==> config.mk <==
export PLATFORM = sky130hd
export DESIGN_NAME = ex_muldiv_iter
export DESIGN_NICKNAME = d
export VERILOG_FILES = /design/src/rtl/ex_muldiv_iter_pkg.sv /design/src/rtl/ex_muldiv_iter_md_step.sv /design/src/rtl/ex_muldiv_iter.sv
export SDC_FILE = /design/constraint.sdc
export NUM_CORES = 1
export LEC_CHECK = 0
export CAP_MARGIN = 25
export CORE_ASPECT_RATIO = 0.5
export CORE_MARGIN = 2
export CORE_UTILIZATION = 60
export CTS_CLUSTER_SIZE = 28
export DETAILED_ROUTE_END_ITERATION = 10
export GPL_TIMING_DRIVEN = 0
export PLACE_DENSITY_LB_ADDON = 0.08
export SLEW_MARGIN = 20
export SYNTH_ARGS = -nofsm -noshare
export SYNTH_HDL_FRONTEND = slang
export SYNTH_SLANG_ARGS = --single-unit
==> constraint.sdc <==
create_clock -name clk -period 5.5 [get_ports clk]
set_input_delay 0.55 -clock clk [delete_from_list [all_inputs] [get_ports clk]]
set_output_delay 0.55 -clock clk [all_outputs]
set_load 0.02 [all_outputs]
==> src/rtl/ex_muldiv_iter_pkg.sv <==
// Shared types for the iterative multiply/divide unit: operation codes and
// FSM state encodings.
package ex_muldiv_iter_pkg;

  typedef enum logic {
    MD_OP_MULT = 1'b0,
    MD_OP_DIV  = 1'b1
  } md_op_e;

  typedef enum logic [1:0] {
    MD_IDLE = 2'd0,
    MD_BUSY = 2'd1,
    MD_DONE = 2'd2
  } md_state_e;

endpackage

==> src/rtl/ex_muldiv_iter_md_step.sv <==
// One combinational iteration of the multiply/divide datapath: a shift-add
// step for MULT or a restoring trial-subtract step for DIV, on magnitudes.
module ex_muldiv_iter_md_step
  import ex_muldiv_iter_pkg::*;
#(
  parameter int WIDTH = 32
) (
  input  md_op_e           op,
  input  logic [WIDTH-1:0] hi,
  input  logic [WIDTH-1:0] lo,
  input  logic [WIDTH-1:0] operand,
  output logic [WIDTH-1:0] hi_next,
  output logic [WIDTH-1:0] lo_next
);

  logic [WIDTH:0] sum;
  logic [WIDTH:0] shifted;
  logic [WIDTH:0] trial;

  always_comb begin
    sum     = {1'b0, hi} + (lo[0] ? {1'b0, operand} : {(WIDTH+1){1'b0}});
    // Remainder shifted left with the next dividend bit; WIDTH+1 bits wide.
    shifted = {hi, lo[WIDTH-1]};
    trial   = shifted - {1'b0, operand};
    hi_next = '0;
    lo_next = '0;
    if (op == MD_OP_MULT) begin
      hi_next = sum[WIDTH:1];
      lo_next = {sum[0], lo[WIDTH-1:1]};
    end else begin
      hi_next = trial[WIDTH] ? shifted[WIDTH-1:0] : trial[WIDTH-1:0];
      lo_next = {lo[WIDTH-2:0], ~trial[WIDTH]};
    end
  end

endmodule

==> src/rtl/ex_muldiv_iter.sv <==
// Multi-cycle signed/unsigned multiply/divide unit beside the EX-stage ALU.
// Holds the FSM, iteration counter, operand/sign capture and result registers.
module ex_muldiv_iter
  import ex_muldiv_iter_pkg::*;
#(
  parameter int WIDTH     = 32,
  parameter bit FAST_MULT = 1'b0
) (
  input  logic             clk,
  input  logic             rst,
  input  logic             start_i,
  input  logic             op_i,
  input  logic             signed_i,
  input  logic             annul_i,
  input  logic [WIDTH-1:0] opa_i,
  input  logic [WIDTH-1:0] opb_i,
  output logic             busy_o,
  output logic             done_o,
  output logic [WIDTH-1:0] hi_o,
  output logic [WIDTH-1:0] lo_o,
  output logic             div_zero_o
);

  localparam int CW = $clog2(WIDTH) + 1;
  localparam logic [CW-1:0] LAST = CW'(WIDTH - 1);

  md_state_e        state_reg, state_next;
  logic [CW-1:0]    count_reg;
  md_op_e           op_reg;
  logic             neg_q_reg, neg_r_reg;
  logic [WIDTH-1:0] work_hi_reg, work_lo_reg, operand_reg;
  logic             busy_reg, done_reg, div_zero_reg;
  logic [WIDTH-1:0] hi_reg, lo_reg;

  logic             accept, finish, is_fast, div_by_zero;
  logic             a_neg, b_neg;
  logic [WIDTH-1:0] mag_a, mag_b;
  logic [WIDTH-1:0] step_hi, step_lo;
  logic [WIDTH-1:0] res_hi, res_lo;
  logic [2*WIDTH-1:0] product;
  logic [2*WIDTH-1:0] fast_prod;

  assign a_neg       = signed_i & opa_i[WIDTH-1];
  assign b_neg       = signed_i & opb_i[WIDTH-1];
  assign mag_a       = a_neg ? -opa_i : opa_i;
  assign mag_b       = b_neg ? -opb_i : opb_i;
  assign div_by_zero = (opb_i == '0);
  assign is_fast     = (op_i == MD_OP_DIV) ? div_by_zero : FAST_MULT;

  // Sign-extended operands make one truncated product correct for both signednesses.
  generate
    if (FAST_MULT) begin : g_fast_mult
      logic [2*WIDTH-1:0] ext_a, ext_b;
      assign ext_a     = {{WIDTH{a_neg}}, opa_i};
      assign ext_b     = {{WIDTH{b_neg}}, opb_i};
      assign fast_prod = ext_a * ext_b;
    end else begin : g_iter_mult
      assign fast_prod = '0;
    end
  endgenerate

  ex_muldiv_iter_md_step #(.WIDTH(WIDTH)) u_step (
    .op      (op_reg),
    .hi      (work_hi_reg),
    .lo      (work_lo_reg),
    .operand (operand_reg),
    .hi_next (step_hi),
    .lo_next (step_lo)
  );

  always_comb begin
    state_next = state_reg;
    accept     = 1'b0;
    finish     = 1'b0;
    case (state_reg)
      MD_IDLE, MD_DONE: begin
        if (start_i) begin
          accept     = 1'b1;
          state_next = is_fast ? MD_DONE : MD_BUSY;
        end else begin
          state_next = MD_IDLE;
        end
      end
      MD_BUSY: begin
        if (count_reg == LAST) begin
          finish     = 1'b1;
          state_next = MD_DONE;
        end
      end
      default: state_next = MD_IDLE;
    endcase
    if (annul_i) begin
      state_next = MD_IDLE;
      accept     = 1'b0;
      finish     = 1'b0;
    end
  end

  // Sign fix-up applied to the final iteration's magnitudes.
  always_comb begin
    product = {step_hi, step_lo};
    res_hi  = step_hi;
    res_lo  = step_lo;
    if (op_reg == MD_OP_MULT) begin
      if (neg_q_reg) product = -product;
      res_hi = product[2*WIDTH-1:WIDTH];
      res_lo = product[WIDTH-1:0];
    end else begin
      res_lo = neg_q_reg ? -step_lo : step_lo;
      res_hi = neg_r_reg ? -step_hi : step_hi;
    end
  end

  always_ff @(posedge clk or negedge rst) begin
    if (!rst) begin
      state_reg <= MD_IDLE;
      busy_reg  <= 1'b0;
      done_reg  <= 1'b0;
    end else begin
      state_reg <= state_next;
      busy_reg  <= (state_next == MD_BUSY);
      done_reg  <= (state_next == MD_DONE);
    end
  end

  always_ff @(posedge clk or negedge rst) begin
    if (!rst) begin
      count_reg    <= '0;
      op_reg       <= MD_OP_MULT;
      neg_q_reg    <= 1'b0;
      neg_r_reg    <= 1'b0;
      work_hi_reg  <= '0;
      work_lo_reg  <= '0;
      operand_reg  <= '0;
      hi_reg       <= '0;
      lo_reg       <= '0;
      div_zero_reg <= 1'b0;
    end else if (accept) begin
      count_reg   <= '0;
      op_reg      <= md_op_e'(op_i);
      neg_q_reg   <= a_neg ^ b_neg;
      neg_r_reg   <= a_neg;
      work_hi_reg <= '0;
      work_lo_reg <= (op_i == MD_OP_DIV) ? mag_a : mag_b;
      operand_reg <= (op_i == MD_OP_DIV) ? mag_b : mag_a;
      if (op_i == MD_OP_DIV && div_by_zero) begin
        hi_reg       <= opa_i;
        lo_reg       <= '1;
        div_zero_reg <= 1'b1;
      end else if (op_i == MD_OP_MULT && FAST_MULT) begin
        hi_reg       <= fast_prod[2*WIDTH-1:WIDTH];
        lo_reg       <= fast_prod[WIDTH-1:0];
        div_zero_reg <= 1'b0;
      end
    end else if (state_reg == MD_BUSY) begin
      count_reg   <= count_reg + CW'(1);
      work_hi_reg <= step_hi;
      work_lo_reg <= step_lo;
      if (finish) begin
        hi_reg       <= res_hi;
        lo_reg       <= res_lo;
        div_zero_reg <= 1'b0;
      end
    end
  end

  assign busy_o     = busy_reg;
  assign done_o     = done_reg;
  assign hi_o       = hi_reg;
  assign lo_o       = lo_reg;
  assign div_zero_o = div_zero_reg;

endmodule

==> impl_metrics.json <==
{
  "outcome": "finished, violations left",
  "violations": "negative setup slack",
  "slew_headroom_pct": 19.64,
  "n_fill_cell": 2180,
  "seqCellArea_um2": 4355,
  "grt_pass1_vias": 16767,
  "holdWs_ns": 0.4887,
  "cp_max_fo": 10,
  "cts_max_path_buffers": 2,
  "max_freq_ghz": 0.1797,
  "worstHoldPathType": "reg -> reg",
  "antenna_found_initial": 1,
  "drv_cap": 0,
  "p_leak_nw": 7.835,
  "synth_top_area_cell": "dfrtp_1",
  "p_per_area_nw_per_um2": 489.7,
  "endpoint": "hi_o[12]",
  "worst_setup_path_end_kind": "register",
  "postSynthAreaPerCell_um2": 7.531,
  "core_um2": 26330,
  "synth_top_area_share_pct": 27.18,
  "die_x_um": 235.1,
  "grt_first_pass_wirelength_um": 98790,
  "yosys_warnings": 0,
  "cts-root-buf": "clkbuf_16",
  "ys_top_cells_by_area": "dfrtp_1, a21oi_1, o21ai_0, nand2_1, ha_1",
  "p_sw_w": 0.004953,
  "htree_num_levels": 4,
  "nets": 2437,
  "antenna_left": 0,
  "clkTransAtPathRegs_ns": 0.08,
  "drtIter0Drc": 2681,
  "fin_crit_ns": 5.566,
  "async_reset_ff_share_pct": 100.0,
  "worstPathArrival_ns": 5.97,
  "grt_max_degree": 71,
  "clock_power_share_pct": 13.8,
  "syn_to_final_growth_pct": 16.47,
  "multiInputGateArea_um2": 11010,
  "power.internal_w": 0.004184,
  "slew_violations": 0,
  "p_sw_share_pct": 54.20,
  "synthMostInstantiatedCell": "nand2_1",
  "ys_seq_area_share_pct": 27.18,
  "drive_gt1_share_pct": 5.544,
  "rows": 42,
  "viasPerCell": 6.778,
  "start_kind": "register",
  "clock_sinks": 174,
  "hpwl_um": 51590,
  "worstSetupPathType": "reg -> reg",
  "synth_nets": 2268,
  "ir_drop_mv": 0.2591,
  "io_pins": 137,
  "ys_ff_latch": 174,
  "die_h_um": 119.5,
  "pwr-share-seq_pct": 20.6,
  "synthDistinctLibCells": 93,
  "clock_latency_ns": 0.49,
  "reg2reg_slack_ns": -0.07,
  "finalWeightedCongestion": 1.025,
  "worstReg2RegStart": "op_reg",
  "yosys_most_used_dff": "dfrtp_1",
  "dieArea_um2": 28100,
  "setup_viol": 4,
  "grt-ovfl-total": 0,
  "first_pass_iters": 7,
  "syn-cell-area_um2": 16020,
  "vias": 18044,
  "tightest_slew_ns": 1.205,
  "dpl_cell_area_um2": 17870,
  "required_ns": 5.90,
  "cts_made_buffers": 17,
  "fin_area_um2": 18660,
  "min_period_over_period_pct": 101.2,
  "syn_inst": 2127,
  "start_util_pct": 60.84,
  "hold_viol": 0,
  "drc": 0,
  "worst_clock_skew_ns": 0.01233,
  "place.port_buffers": 135,
  "track_usage_pct": 46.41,
  "synthTopCellsByCount": "nand2_1, a21oi_1, nor2_1",
  "power_frac_comb_pct": 65.6,
  "wl_per_cell_um": 24.82,
  "setup_ws_ns": -0.06602,
  "pre_cts_ws_ns": -0.8360,
  "crit_start": "op_reg",
  "r2r-end": "hi_o[12]",
  "routed_wirelength_um": 66080,
  "r2r_cells": 13,
  "tritoncts": "built",
  "synth_edf_count": 0
}
[logic make-up (layout without fill, tap and decap cells)]
group           count (synthesis)  in the layout  share of synthesized area [%]
compound gates                721            721                          28.18
xor+xnor                      152            152                          8.311
fa+ha+maj                      71             71                          5.640
buf+inv                       191            373                          4.609
flops                         174            174                          27.18
mux                            46             46                          2.890
other cells                     0              1                              0
simple gates                  772            772                          23.18
[power by group through the flow]
stage / clock network, W / logic [W] / registers [W]
2_1_floorplan: 0 / 0.00400 / 0.00174
3_3_place_gp: 0 / 0.00551 / 0.00186
4_1_cts: 0.00124 / 0.00564 / 0.00185
6_report: 0.00126 / 0.00599 / 0.00188
5_1_grt: 0.00128 / 0.00638 / 0.00189
3_5_place_dp: 0 / 0.00555 / 0.00187
[cell type report]
type / instances / share of cell area (%)
antenna: 1 / 0.01341
buffer: 119 / 2.548
clock buffer: 18 / 2.354
clock inverter: 14 / 0.7914
inverter: 72 / 1.449
multi-input combinational: 1762 / 59.04
sequential: 174 / 23.35
tap: 352 / 2.361
timing repair buffer: 150 / 8.101
[metal layers]
metal / wire length [um] / share of wire (%) / track usage (%) / vias to the layer above
met2: 26820 / 41 / 67.11 / 1261
met4: 2586 / 3.9 / 15.74 / 2
met3: 9996 / 15 / 18.54 / 242
met1: 26580 / 40 / 63.04 / 8482
met5: 108 / 0.16 / 0 / -
li1: - / - / - / 8057
[placed cells by master, fill, tap and decap left out, types with 70 or more instances in the layout]
cell	n
xnor2_1	88
nand2_1	241
nand3_1	70
inv_1	71
nor2_1	198
a21oi_1	211
o21ai_0	196
dfrtp_1	173
clkdlybuf4s50_1	134
clkbuf_1	92
[critical path, stage by stage (launching register included)]
cell and delay (ns):
dfrtp_1 0.34, buf_2 0.25, buf_2 0.41, buf_2 0.44, buf_2 0.46, clkbuf_4 0.42, buf_2 0.32, buf_2 0.37
clkbuf_1 0.85, buf_2 0.54, mux2i_1 0.49, xor2_1 0.24, nand2_1 0.11, a31oi_1 0.21
[stage by stage]
step	setup TNS, ns	std cells	util, %	power, W
2_1_floorplan	0	2127	-	0.005736
3_3_place_gp	-602.32	2614	67.65	0.007375
3_5_place_dp	-8.167	2616	67.87	0.007418
4_1_cts	-0.01112	2651	70.42	0.008727
5_1_grt	-0.1011	2661	70.85	0.009561
6_report	-0.1075	2662	70.86	0.009137
[worst min-delay path by stage]
stage          cells after the start       end      from  slack, ns
3_5_place_dp                       1   lo_o[7]       rst       0.45
2_1_floorplan                      0    busy_o       rst       0.25
6_report                           2   lo_o[4]   lo_o[4]       0.49
4_1_cts                            2   lo_o[4]   lo_o[4]       0.49
3_3_place_gp                       2   hi_o[3]   hi_o[3]       0.46
5_1_grt                            1  hi_o[20]  hi_o[20]       0.50
[timing repair]
action                     4_1_cts  5_1_grt
setup endpoints to repair       18       27
hold buffers                     1        0
gates resized for setup         13       14
hold endpoints to repair        41        0
pin swaps                        2        8
buffers inserted                 2       10
Note: power is estimated with default switching activity, not from simulation.
